File: config.mk
export PLATFORM = sky130hd
export DESIGN_NAME = key_voice_allocator_flat
export DESIGN_NICKNAME = d
export VERILOG_FILES = /design/src/rtl/key_voice_allocator_if.sv /design/src/rtl/key_voice_allocator.sv /design/src/flat_wrapper.sv
export SDC_FILE = /design/constraint.sdc
export NUM_CORES = 1
export LEC_CHECK = 0
export BUFFER_PORTS_ARGS = -buffer_cell sky130_fd_sc_hd__buf_2
export CORE_MARGIN = 8
export CORE_UTILIZATION = 45
export CTS_BUF_LIST = sky130_fd_sc_hd__clkbuf_4
export CTS_CLUSTER_DIAMETER = 80
export DETAILED_ROUTE_END_ITERATION = 10
export GPL_ROUTABILITY_DRIVEN = 0
export GPL_TIMING_DRIVEN = 0
export PLACE_DENSITY = 0.69
export SYNTH_ARGS = -nofsm -noshare
export SYNTH_HDL_FRONTEND = slang
export SYNTH_SLANG_ARGS = --single-unit
File: constraint.sdc
create_clock -name clk -period 14.66 [get_ports clk]
set_clock_uncertainty 0.1 [all_clocks]
set_input_delay 2.932 -clock clk [delete_from_list [all_inputs] [get_ports clk]]
set_output_delay 2.932 -clock clk [all_outputs]
set_load 0.02 [all_outputs]
File: src/rtl/key_voice_allocator_if.sv
// Event bus from the PS/2 receiver into the voice allocator, plus the voice table
// and status the tone generators read back.
interface key_voice_allocator_if #(
  parameter int unsigned N_VOICES = 8
);
  localparam int unsigned CW = $clog2(N_VOICES + 1);

  logic [15:0]           keycode;
  logic                  start;
  logic [8*N_VOICES-1:0] notes;
  logic [CW-1:0]         note_num;
  logic [2:0]            zone_base;
  logic                  sustain;
  logic                  changed;
  logic                  stolen;

  modport master (
    output keycode, start,
    input  notes, note_num, zone_base, sustain, changed, stolen
  );

  modport slave (
    input  keycode, start,
    output notes, note_num, zone_base, sustain, changed, stolen
  );
endinterface

File: src/rtl/key_voice_allocator.sv
// PS/2 make/break decoder with a fixed voice table: oldest-voice stealing,
// space-bar sustain and F1/F2 octave shift. Every output is registered.
module key_voice_allocator #(
  parameter int unsigned N_VOICES  = 8,
  parameter int unsigned BASE_ZONE = 4,
  parameter int unsigned MIN_ZONE  = 2,
  parameter int unsigned MAX_ZONE  = 6
) (
  input logic                  clk,
  input logic                  reset,
  key_voice_allocator_if.slave bus
);
  localparam int unsigned AW = $clog2(N_VOICES);
  localparam int unsigned CW = $clog2(N_VOICES + 1);
  localparam logic [AW-1:0] AgeMax = AW'(N_VOICES - 1);

  logic [N_VOICES-1:0] r_valid, w_valid_d;
  logic [N_VOICES-1:0] r_held, w_held_d;
  logic [4:0]          r_key [N_VOICES];
  logic [4:0]          w_key_d [N_VOICES];
  logic [7:0]          r_note [N_VOICES];
  logic [7:0]          w_note_d [N_VOICES];
  logic [AW-1:0]       r_age [N_VOICES];
  logic [AW-1:0]       w_age_d [N_VOICES];
  logic [2:0]          r_zone, w_zone_d;
  logic                r_sustain, w_sustain_d;
  logic [8*N_VOICES-1:0] r_notes, w_notes_d;
  logic [CW-1:0]       r_num, w_num_d;
  logic                r_changed, w_changed_d;
  logic                r_stolen, w_stolen_d;

  logic [5:0]    w_map;
  logic          w_map_hit, w_brk, w_ext, w_hit, w_free_found;
  logic [4:0]    w_idx;
  logic [3:0]    w_semi;
  logic [7:0]    w_new_note;
  logic [AW-1:0] w_hit_slot, w_free_slot, w_victim, w_victim_age, w_slot;

  // {mapped, key index}
  function automatic logic [5:0] f_decode(input logic [7:0] code);
    case (code)
      8'h1C: return {1'b1, 5'd0};
      8'h1D: return {1'b1, 5'd1};
      8'h1B: return {1'b1, 5'd2};
      8'h24: return {1'b1, 5'd3};
      8'h23: return {1'b1, 5'd4};
      8'h2B: return {1'b1, 5'd5};
      8'h2C: return {1'b1, 5'd6};
      8'h34: return {1'b1, 5'd7};
      8'h35: return {1'b1, 5'd8};
      8'h33: return {1'b1, 5'd9};
      8'h3C: return {1'b1, 5'd10};
      8'h3B: return {1'b1, 5'd11};
      8'h42: return {1'b1, 5'd12};
      8'h44: return {1'b1, 5'd13};
      8'h4B: return {1'b1, 5'd14};
      8'h4D: return {1'b1, 5'd15};
      8'h4C: return {1'b1, 5'd16};
      8'h52: return {1'b1, 5'd17};
      default: return 6'd0;
    endcase
  endfunction

  assign w_map      = f_decode(bus.keycode[7:0]);
  assign w_map_hit  = w_map[5];
  assign w_idx      = w_map[4:0];
  assign w_brk      = (bus.keycode[15:8] == 8'hF0);
  assign w_ext      = (bus.keycode[15:8] == 8'hE0);
  // Upper-row keys (index 12..17) wrap their low nibble onto semitones 1..6.
  assign w_semi     = (w_idx < 5'd12) ? (w_idx[3:0] + 4'd1) : (w_idx[3:0] - 4'd11);
  assign w_new_note = (w_idx < 5'd12) ? {1'b0, r_zone, w_semi} : {1'b0, r_zone + 3'd1, w_semi};

  always_comb begin
    w_hit        = 1'b0;
    w_hit_slot   = '0;
    w_free_found = 1'b0;
    w_free_slot  = '0;
    w_victim     = '0;
    w_victim_age = r_age[0];
    for (int i = 0; i < int'(N_VOICES); i++) begin
      if (r_valid[i] && (r_key[i] == w_idx) && !w_hit) begin
        w_hit      = 1'b1;
        w_hit_slot = AW'(i);
      end
      if (!r_valid[i] && !w_free_found) begin
        w_free_found = 1'b1;
        w_free_slot  = AW'(i);
      end
      if (r_age[i] > w_victim_age) begin
        w_victim     = AW'(i);
        w_victim_age = r_age[i];
      end
    end
  end

  always_comb begin
    w_valid_d   = r_valid;
    w_held_d    = r_held;
    w_key_d     = r_key;
    w_note_d    = r_note;
    w_age_d     = r_age;
    w_zone_d    = r_zone;
    w_sustain_d = r_sustain;
    w_stolen_d  = 1'b0;
    w_slot      = '0;
    w_notes_d   = '0;
    w_num_d     = '0;

    if (bus.start && !w_ext) begin
      if (bus.keycode[7:0] == 8'h29) begin
        w_sustain_d = !w_brk;
        if (w_brk) begin
          for (int i = 0; i < int'(N_VOICES); i++) begin
            if (r_valid[i] && !r_held[i]) w_valid_d[i] = 1'b0;
          end
        end
      end else if (bus.keycode[7:0] == 8'h05) begin
        if (!w_brk && (r_zone > 3'(MIN_ZONE))) w_zone_d = r_zone - 3'd1;
      end else if (bus.keycode[7:0] == 8'h06) begin
        if (!w_brk && (r_zone < 3'(MAX_ZONE))) w_zone_d = r_zone + 3'd1;
      end else if (w_map_hit) begin
        if (w_brk) begin
          if (w_hit) begin
            if (r_sustain) w_held_d[w_hit_slot] = 1'b0;
            else           w_valid_d[w_hit_slot] = 1'b0;
          end
        end else if (!(w_hit && r_held[w_hit_slot])) begin
          // Retrigger of a sustained voice, else allocate a free or stolen slot.
          w_slot     = w_hit ? w_hit_slot : (w_free_found ? w_free_slot : w_victim);
          w_stolen_d = !w_hit && !w_free_found;
          for (int i = 0; i < int'(N_VOICES); i++) begin
            if (r_valid[i] && (i != int'(w_slot)) && (r_age[i] != AgeMax)) begin
              w_age_d[i] = r_age[i] + AW'(1);
            end
          end
          w_valid_d[w_slot] = 1'b1;
          w_held_d[w_slot]  = 1'b1;
          w_age_d[w_slot]   = '0;
          if (!w_hit) begin
            w_key_d[w_slot]  = w_idx;
            w_note_d[w_slot] = w_new_note;
          end
        end
      end
    end

    for (int i = 0; i < int'(N_VOICES); i++) begin
      w_notes_d[8*i +: 8] = w_valid_d[i] ? w_note_d[i] : 8'h00;
      w_num_d             = w_num_d + CW'(w_valid_d[i]);
    end
    w_changed_d = (w_notes_d != r_notes);
  end

  always_ff @(posedge clk) begin
    if (reset) begin
      r_valid   <= '0;
      r_held    <= '0;
      for (int i = 0; i < int'(N_VOICES); i++) begin
        r_key[i]  <= '0;
        r_note[i] <= '0;
        r_age[i]  <= '0;
      end
      r_zone    <= 3'(BASE_ZONE);
      r_sustain <= 1'b0;
      r_notes   <= '0;
      r_num     <= '0;
      r_changed <= 1'b0;
      r_stolen  <= 1'b0;
    end else begin
      r_valid   <= w_valid_d;
      r_held    <= w_held_d;
      r_key     <= w_key_d;
      r_note    <= w_note_d;
      r_age     <= w_age_d;
      r_zone    <= w_zone_d;
      r_sustain <= w_sustain_d;
      r_notes   <= w_notes_d;
      r_num     <= w_num_d;
      r_changed <= w_changed_d;
      r_stolen  <= w_stolen_d;
    end
  end

  assign bus.notes     = r_notes;
  assign bus.note_num  = r_num;
  assign bus.zone_base = r_zone;
  assign bus.sustain   = r_sustain;
  assign bus.changed   = r_changed;
  assign bus.stolen    = r_stolen;
endmodule

File: src/flat_wrapper.sv
// flat-port wrapper written by rule: the top's interface ports become plain ports
module key_voice_allocator_flat 
#(
  parameter int unsigned N_VOICES  = 8,
  parameter int unsigned BASE_ZONE = 4,
  parameter int unsigned MIN_ZONE  = 2,
  parameter int unsigned MAX_ZONE  = 6
)
  (clk, reset, bus_keycode, bus_start, bus_notes, bus_note_num, bus_zone_base, bus_sustain, bus_changed, bus_stolen);
  key_voice_allocator_if #(.N_VOICES(N_VOICES)) bus_i ();
  input logic clk;
  input logic reset;
  input wire logic [$bits(bus_i.keycode)-1:0] bus_keycode;
  input wire logic [$bits(bus_i.start)-1:0] bus_start;
  output wire logic [$bits(bus_i.notes)-1:0] bus_notes;
  output wire logic [$bits(bus_i.note_num)-1:0] bus_note_num;
  output wire logic [$bits(bus_i.zone_base)-1:0] bus_zone_base;
  output wire logic [$bits(bus_i.sustain)-1:0] bus_sustain;
  output wire logic [$bits(bus_i.changed)-1:0] bus_changed;
  output wire logic [$bits(bus_i.stolen)-1:0] bus_stolen;
  assign bus_i.keycode = bus_keycode;
  assign bus_i.start = bus_start;
  assign bus_notes = bus_i.notes;
  assign bus_note_num = bus_i.note_num;
  assign bus_zone_base = bus_i.zone_base;
  assign bus_sustain = bus_i.sustain;
  assign bus_changed = bus_i.changed;
  assign bus_stolen = bus_i.stolen;
  key_voice_allocator #(.N_VOICES(N_VOICES), .BASE_ZONE(BASE_ZONE), .MIN_ZONE(MIN_ZONE), .MAX_ZONE(MAX_ZONE)) u_core (.clk(clk), .reset(reset), .bus(bus_i));
endmodule
==> results.md, run 1 <==
- Number of buffers added on ports: 89
- Portion of synthesized cell area occupied by the leading cell type: 0.3413
- Global routing usage summed across all routing layers: 0.2457
- Critical path fanouts, max: 10
- Fmax: 0.07305 GHz
- Total die area: approximately 0.034 mm^2
- Number of placement rows: 61
- Cells after Synth: 1541
- CP Data Required Time: 15100 ps
- Height of the die: 184.6 um
- Result of the run: completed
- Post-synthesis sequential element count: 218
- Share of synthesized registers carrying an async set or reset: 0
- Class of the worst hold path: register to register
- Tightest hold margin: 359.8 ps
- Initial cell density of the core: 0.4590
- Clk sinks: 218
- Cell at the slowest stage of the critical path: sky130_fd_sc_hd__a21oi_2
- Dpl hpwl: 32.32 mm
- Number of enable-type register cells in the synthesized netlist: 0
- Core ar.: between 0.02 and 0.03 mm^2
- Num ports: 93
- Starting DRC count in detailed routing: 1378
- Maximum level of the CTS H-tree: 2
- Total standard cell area after synthesis: 0.01279 mm^2
- Critical path startpoint category: register
- Pleak: 5.573 nW
- Worst-path clk slew: 70 ps
- Via density per instance: 6.049
- Layout Nets: 1756
- Number of filler cells placed in the layout: 2711
- Number of global-route vias before repair: 12070
- Clock tree buffer depth: 3
- TritonCTS clock tree: yes
- Residual DRC count: 0
- Drt total wl: around 43 mm
- Initial antenna violation count: 1
- Largest incremental delay on the critical path: 580 ps
- Data arrival time at the worst-slack endpoint: between 10000 and 15000 ps
- Max rail drop VDD: 0.00008364 V
- Quantity of hold-fixing buffers added after cts: 0
- Largest net degree at the start of global routing: 17
- Most frequent CP cell: sky130_fd_sc_hd__o21ai_0
- Flip-flop cell with the highest count after synthesis: sky130_fd_sc_hd__dfxtp_1
- Number of maximum-capacitance constraint violations: 0
- CTS Root Buffer Type: sky130_fd_sc_hd__clkbuf_4
- TritonRoute pass-1 iters: 6
- Worst Max-Slew Pin Slew: 1431 ps
- RSZ-0062 raised after global routing: no
- Post-DRT Antenna Nets: 0
- Synth cell types: 111
- Setup violation total in the final timing report: 0
- Endpoint class of the critical path: register
- Layout cells sized above 1: 0.1526
- Mean post-synth cell area: 8.297 um^2
- Post CTS Setup Buffer Count: 0
- DIE WIDTH: 184.6 um
- Post-synthesis to final-layout area growth: 12.70%
- Number of buffers added by the clock tree synthesis step: between 50 and 60
- Worst max-slew margin expressed relative to the limit: 0.03895
- Number of pins with negative max-slew slack in the final report: 0
- Clk_lat worst skew: roughly 720 ps
- Wire length of the first global-routing pass: 66.10 mm
- Top post-synthesis cells by area: sky130_fd_sc_hd__dfxtp_1 34%, sky130_fd_sc_hd__nor2_1 8.2%, sky130_fd_sc_hd__mux2i_1 4.9%, sky130_fd_sc_hd__ha_1 4.3%, sky130_fd_sc_hd__a21oi_1 3.2%
- Synth Warn #: 0
- Global route overflow: 0
- Final routed wire length divided by cell count: 20.39 um
- Final clock period utilization by the worst path: 0.9338
- Power Density: a little over 80 mW/mm^2
- Share of the yosys chip area belonging to registers: 0.3413
- Number of cells upsized or downsized after cts: 0
- Synthesized Nets: 1608
- CP Class: register to register
- Vias: 12760
- Library cell with the largest summed area after synthesis: sky130_fd_sc_hd__dfxtp_1
- Final Hold Viols: 0
- Min Tclk post-route: 13690 ps
- Aggregate negative setup slack: 0 ps
[metal layers]
layer / GRT usage / share of wire
met1: 0.3051 / 0.41
met2: 0.3883 / 0.44
met3: 0.05375 / 0.094
met4: 0.1420 / 0.058
met5: 0 / 0
[cell type report]
class / count / area, um^2 / area share
Multi-Input combinational cell: 1178 / 7846 / 0.5445
Sequential cell: 218 / 4364 / 0.3029
Clock buffer: 78 / 585.6 / 0.04064
Tap cell: 378 / 473.0 / 0.03282
Timing Repair Buffer: 89 / 445.4 / 0.03091
Buffer: 85 / 370.4 / 0.02570
Inverter: 60 / 226.5 / 0.01572
Clock inverter: 22 / 96.34 / 0.006686
Antenna cell: 1 / 2.502 / 0.0001737
[Yosys cell counts (10+ instances only)]
| master | count |
|---|---|
| sky130_fd_sc_hd__nand2_1 | 90 |
| sky130_fd_sc_hd__nor3b_1 | 14 |
| sky130_fd_sc_hd__dfxtp_1 | 218 |
| sky130_fd_sc_hd__a22oi_1 | 23 |
| sky130_fd_sc_hd__a21oi_1 | 83 |
| sky130_fd_sc_hd__nor3_1 | 41 |
| sky130_fd_sc_hd__nand4_1 | 11 |
| sky130_fd_sc_hd__xnor2_1 | 34 |
| sky130_fd_sc_hd__nor2b_1 | 11 |
| sky130_fd_sc_hd__o21ai_0 | 58 |
| sky130_fd_sc_hd__nand3_1 | 18 |
| sky130_fd_sc_hd__nor2_1 | 278 |
| sky130_fd_sc_hd__or3_1 | 17 |
| sky130_fd_sc_hd__nor4_1 | 15 |
| sky130_fd_sc_hd__ha_1 | 44 |
| sky130_fd_sc_hd__xor2_1 | 14 |
| sky130_fd_sc_hd__a31oi_1 | 16 |
| sky130_fd_sc_hd__a32o_1 | 10 |
| sky130_fd_sc_hd__a211oi_1 | 35 |
| sky130_fd_sc_hd__a221oi_1 | 13 |
| sky130_fd_sc_hd__o211ai_1 | 13 |
| sky130_fd_sc_hd__inv_1 | 58 |
| sky130_fd_sc_hd__buf_2 | 20 |
| sky130_fd_sc_hd__clkbuf_1 | 56 |
| sky130_fd_sc_hd__nand2b_1 | 30 |
| sky130_fd_sc_hd__and2_1 | 18 |
| sky130_fd_sc_hd__mux2i_1 | 63 |
[metrics by stage]
step | setup slack, ps | instances | total power, mW | area (um^2) | util
global route | 48.16 | 2109 | 1.201 | 14410 | 0.5173
floorplan | 3008 | 1541 | 0.6442 | 12790 | -
global placement | 1478 | 2008 | 0.6645 | 13700 | 0.4919
detailed placement | 1236 | 2008 | 0.6651 | 13710 | 0.4922
finish | 970.2 | 2109 | 1.164 | 14410 | 0.5173
CTS | 1123 | 2108 | 1.169 | 14390 | 0.5167
[layout by cell type, fill, tap and decap left out, drive strengths merged, types with 8 or more instances in the layout]
| master | count |
|---|---|
| a211oi | 36 |
| mux2i | 63 |
| or3 | 18 |
| xor2 | 14 |
| or2 | 9 |
| ha | 44 |
| clkinv | 23 |
| inv | 59 |
| nor2b | 11 |
| o31ai | 9 |
| a21oi | 85 |
| mux2 | 9 |
| a221oi | 13 |
| a21boi | 8 |
| nor4 | 19 |
| xnor2 | 37 |
| o21a | 8 |
| dfxtp | 218 |
| or4 | 8 |
| o211ai | 13 |
| nor3 | 44 |
| clkbuf | 134 |
| nand4 | 12 |
| a22oi | 23 |
| buf | 118 |
| nand3 | 20 |
| nor3b | 15 |
| and3 | 8 |
| nor2 | 280 |
| o22ai | 10 |
| and2 | 18 |
| nand2 | 91 |
| a31oi | 16 |
| o21ai | 60 |
| a32o | 10 |
| nand3b | 9 |
| nand2b | 30 |
[power by group]
part           total [mW]  internal [mW]  switching [mW]
sequential          0.594          0.593        0.000731
clock               0.510          0.247           0.263
combinational      0.0603         0.0169          0.0433
total                1.16          0.857           0.307
[state kept, by name, summed over array words and instances (netlist names)]
| signal | flops |
|---|---|
| u_core.bus.stolen | 1 |
| u_core.bus.note_num | 4 |
| u_core.r_held | 8 |
| u_core.r_key | 40 |
| u_core.r_age | 24 |
| u_core.r_note | 64 |
| u_core.r_valid | 8 |
| u_core.bus.sustain | 1 |
| u_core.bus.changed | 1 |
| u_core.bus.notes | 64 |
| u_core.bus.zone_base | 3 |
[critical path: cells and delay by family (launching register included)]
family / cells / cell delay, ps
flops: 1 / 360
buf+inv: 8 / 1110
xor+xnor: 1 / 190
simple gates: 13 / 1530
fa+ha+maj: 11 / 3450
compound gates: 21 / 5640
mux: 3 / 1110
[worst paths after layout]
check,from,end,slack [ps],depth (start not counted)
worst max-delay path,u_core.r_age[22]$_SDFFE_PP0P_,u_core.bus.note_num[2]$_SDFF_PP0_,970,57
worst max register to register,u_core.r_age[22]$_SDFFE_PP0P_,u_core.bus.note_num[2]$_SDFF_PP0_,970,57
worst min register to register,u_core.r_note[47]$_SDFF_PP0_,u_core.r_note[47]$_SDFF_PP0_,360,2
worst min-delay path,u_core.r_note[47]$_SDFF_PP0_,u_core.r_note[47]$_SDFF_PP0_,360,2
[logic make-up after synthesis]
kind of cell / synth area share
buffers and inverters: 0.04668
AOI/OAI and AO/OA: 0.2209
xor gates and xnor gates: 0.03758
adders and majority gates: 0.04932
muxes: 0.05725
and+or+nand+nor: 0.2470
DFF: 0.3413
Power figures use the tool's default switching activity.
==> inputs of run 2 (changes only) <==
--- a/config.mk
+++ b/config.mk
@@ -5,7 +5,7 @@
 export SDC_FILE = /design/constraint.sdc
 export NUM_CORES = 1
 export LEC_CHECK = 0
-export BUFFER_PORTS_ARGS = -buffer_cell sky130_fd_sc_hd__buf_2
+export BUFFER_PORTS_ARGS = -buffer_cell sky130_fd_sc_hd__buf_4
 export CORE_MARGIN = 8
 export CORE_UTILIZATION = 45
 export CTS_BUF_LIST = sky130_fd_sc_hd__clkbuf_4
==> run 2 against run 1 <==
Compared with the run above: largest power group unchanged; hold slack better by 4.4 ps; clock-buffer cell count grew 5; worst setup slack improved by 88 ps; routed wire length up 1.9%; highest routed layer is now met5; critical endpoint is now u_core.bus.note_num[1]$_SDFF_PP0_; maximum frequency up 0.65%; sequential power barely moved; largest cell class unchanged; non-clock buffer count is the same; clock power up 3%; global-route usage rose by 0.76 points; register-to-register slack gained 90 ps.
==> results.md, run 2 (same netlist as run 1, synthesis figures left out) <==
- Largest net degree at the start of global routing: 18 (was 17)
- Switching fraction of total power: 0.2622 (was 0.2639)
- Number of global-route vias before repair: 12420 (was 12070)
- TritonCTS clock tree: yes (unchanged)
- Post-DRT Antenna Nets: 0 (unchanged)
- Endpoint class of the critical path: register (unchanged)
- Minimum setup slack among reg-to-reg paths: 1060 ps (was 970 ps)
- Commonest non-fill, non-tap cells in the layout: 278 x sky130_fd_sc_hd__nor2_1, 218 x sky130_fd_sc_hd__dfxtp_1, 90 x sky130_fd_sc_hd__nand2_1, 90 x sky130_fd_sc_hd__buf_4 (was 278 x sky130_fd_sc_hd__nor2_1, 218 x sky130_fd_sc_hd__dfxtp_1, 109 x sky130_fd_sc_hd__buf_2, 90 x sky130_fd_sc_hd__nand2_1, 83 x sky130_fd_sc_hd__a21oi_1)
- Final routed wire length divided by cell count: 20.72 um (was 20.39 um)
- Pleak: 5.590 nW (was 5.573 nW)
- Maximum level of the CTS H-tree: 2 (unchanged)
- Dpl hpwl: 32.72 mm (was 32.32 mm)
- Tightest hold margin: 364.2 ps (was 359.8 ps)
- RSZ-0062 raised after global routing: no (unchanged)
- Num ports: 93 (unchanged)
- Setup violation total in the final timing report: 0 (unchanged)
- Total die area: 0.03406 mm^2 (unchanged)
- Quantity of hold-fixing buffers added after cts: 0 (unchanged)
- Data arrival time at the worst-slack endpoint: 14140 ps (was 14130 ps)
- Post CTS Setup Buffer Count: 0 (unchanged)
- Number of placement rows: 61 (unchanged)
- CP Class: register to register (unchanged)
- Layout cells sized above 1: 0.1527 (was 0.1526)
- Cell at the slowest stage of the critical path: sky130_fd_sc_hd__or4_4 (was sky130_fd_sc_hd__a21oi_2)
- Global routing usage summed across all routing layers: 0.2533 (was 0.2457)
- Critical path fanouts, max: 9 (was 10)
- Clk sinks: 218 (unchanged)
- TritonRoute pass-1 iters: 6 (unchanged)
- Internal power contribution: 0.8724 mW (was 0.8568 mW)
- Clock group share of total power: 0.446 (was 0.438)
- Wire length of the first global-routing pass: 68.10 mm (was 66.10 mm)
- Power after layout: 1.183 mW (was 1.164 mW)
- Cell area after placement: 0.01393 mm^2 (was 0.01371 mm^2)
- Initial cell density of the core: 0.4590 (unchanged)
- Fmax: 0.07352 GHz (was 0.07305 GHz)
- Initial antenna violation count: 2 (was 1)
- Number of pins with negative max-slew slack in the final report: 0 (unchanged)
- Core ar.: 0.02786 mm^2 (unchanged)
- Clock tree buffer depth: 3 (unchanged)
- Drt total wl: 43.80 mm (was 43.01 mm)
- Register share of total power: 0.502 (was 0.510)
- Largest incremental delay on the critical path: 560 ps (was 580 ps)
- Number of buffers added by the clock tree synthesis step: 60 (was 57)
- Min Tclk post-route: 13600 ps (was 13690 ps)
- Max rail drop VDD: 0.00006619 V (was 0.00008364 V)
- CTS Root Buffer Type: sky130_fd_sc_hd__clkbuf_4 (unchanged)
- Final Hold Viols: 0 (unchanged)
- Clk_lat worst skew: 740 ps (was 720 ps)
- Worst Max-Slew Pin Slew: 1414 ps (was 1431 ps)
- Net switching power of the design: 0.3101 mW (was 0.3071 mW)
- Vias: 12850 (was 12760)
- Final Cell Area: 0.01466 mm^2 (was 0.01441 mm^2)
- Final clock period utilization by the worst path: 0.9278 (was 0.9338)
- Height of the die: 184.6 um (unchanged)
- CP Data Required Time: 15200 ps (was 15100 ps)
- Global route overflow: 0 (unchanged)
- Aggregate negative setup slack: 0 ps (unchanged)
- Post-synthesis to final-layout area growth: 14.67% (was 12.70%)
- Worst-path clk slew: 80 ps (was 70 ps)
- Layout Nets: 1759 (was 1756)
- Most common cell after layout, fill and taps aside: sky130_fd_sc_hd__nor2_1 (unchanged)
- Class of the worst hold path: register to register (unchanged)
- Portion of total power attributed to combinational logic: 0.052 (about the same)
- Number of cells upsized or downsized after cts: 0 (unchanged)
- Number of buffers added on ports: 89 (unchanged)
- Residual DRC count: 0 (unchanged)
- Critical path startpoint category: register (unchanged)
- Starting DRC count in detailed routing: 1330 (was 1378)
- Worst max-slew margin expressed relative to the limit: 0.04841 (was 0.03895)
- Number of maximum-capacitance constraint violations: 0 (unchanged)
- Result of the run: completed (unchanged)
- Via density per instance: 6.080 (was 6.049)
- DIE WIDTH: 184.6 um (unchanged)
- Power Density: 80.65 mW/mm^2 (was 80.77 mW/mm^2)
-- run 2: cell count changes in the layout (fill, tap and decap cells not counted), sizes merged --
| cell | delta |
|---|---|
| inv | +1 |
| clkbuf | +5 |
| clkinv | -1 |
-- run 2: layout make-up --
class	instances	area, um^2
Antenna cell	1	2.502
Buffer	85	370.4
Clock buffer	83	623.1
Clock inverter	22	93.84
Fill cell	2660	13200
Inverter	60	226.5
Multi-Input combinational cell	1178	7840
Sequential cell	218	4364
Tap cell	378	473.0
Timing Repair Buffer	89	668.1
-- run 2: through the flow --
stage | std cells | setup WS [ps] | utilization
final | 2114 | 1058 | 0.5263
after global routing | 2114 | 21.05 | 0.5263
after CTS | 2113 | 1204 | 0.5259
after detailed placement | 2008 | 1311 | 0.5002
after global placement | 2008 | 1501 | 0.4999
after floorplan | 1541 | 3008 | -
-- run 2: power by group through the flow --
stage               registers [mW]  clock network (mW)  logic [mW]
finish                       0.594               0.527      0.0618
global route                 0.593               0.571      0.0650
CTS                          0.594               0.536      0.0598
detailed placement           0.607                   0      0.0597
global placement             0.607                   0      0.0588
floorplan                    0.607                   0      0.0371
-- run 2: path summary, 6_finish.rpt --
| check | from | to | depth (start not counted) |
|---|---|---|---|
| setup / recovery | u_core.r_age[22]$_SDFFE_PP0P_ | u_core.bus.note_num[1]$_SDFF_PP0_ | 56 |
| hold / removal | u_core.r_note[47]$_SDFF_PP0_ | u_core.r_note[47]$_SDFF_PP0_ | 2 |
| setup reg to reg | u_core.r_age[22]$_SDFFE_PP0P_ | u_core.bus.note_num[1]$_SDFF_PP0_ | 56 |
| hold reg to reg | u_core.r_note[47]$_SDFF_PP0_ | u_core.r_note[47]$_SDFF_PP0_ | 2 |
-- run 2: per-layer routing --
layer | part of all wire | GRT usage | routed length [um] | vias up
li1 | - | - | - | 5943
met1 | 0.40 | 0.3096 | 17550 | 6025
met2 | 0.44 | 0.4024 | 19340 | 723
met3 | 0.10 | 0.06123 | 4471 | 161
met4 | 0.056 | 0.1455 | 2433 | 2
met5 | 0.00030 | 0 | 13 | -
-- run 2: worst max-delay path, delay by kind of cell (launching register included) --
kind                     cells  cell delay (ps)
flip-flops                   1              350
buffers and inverters        7              730
AO/OA/AOI/OAI               20             4920
adder cells (fa/ha/maj)     12             4060
AND/OR/NAND/NOR             14             2190
multiplexers                 3             1110
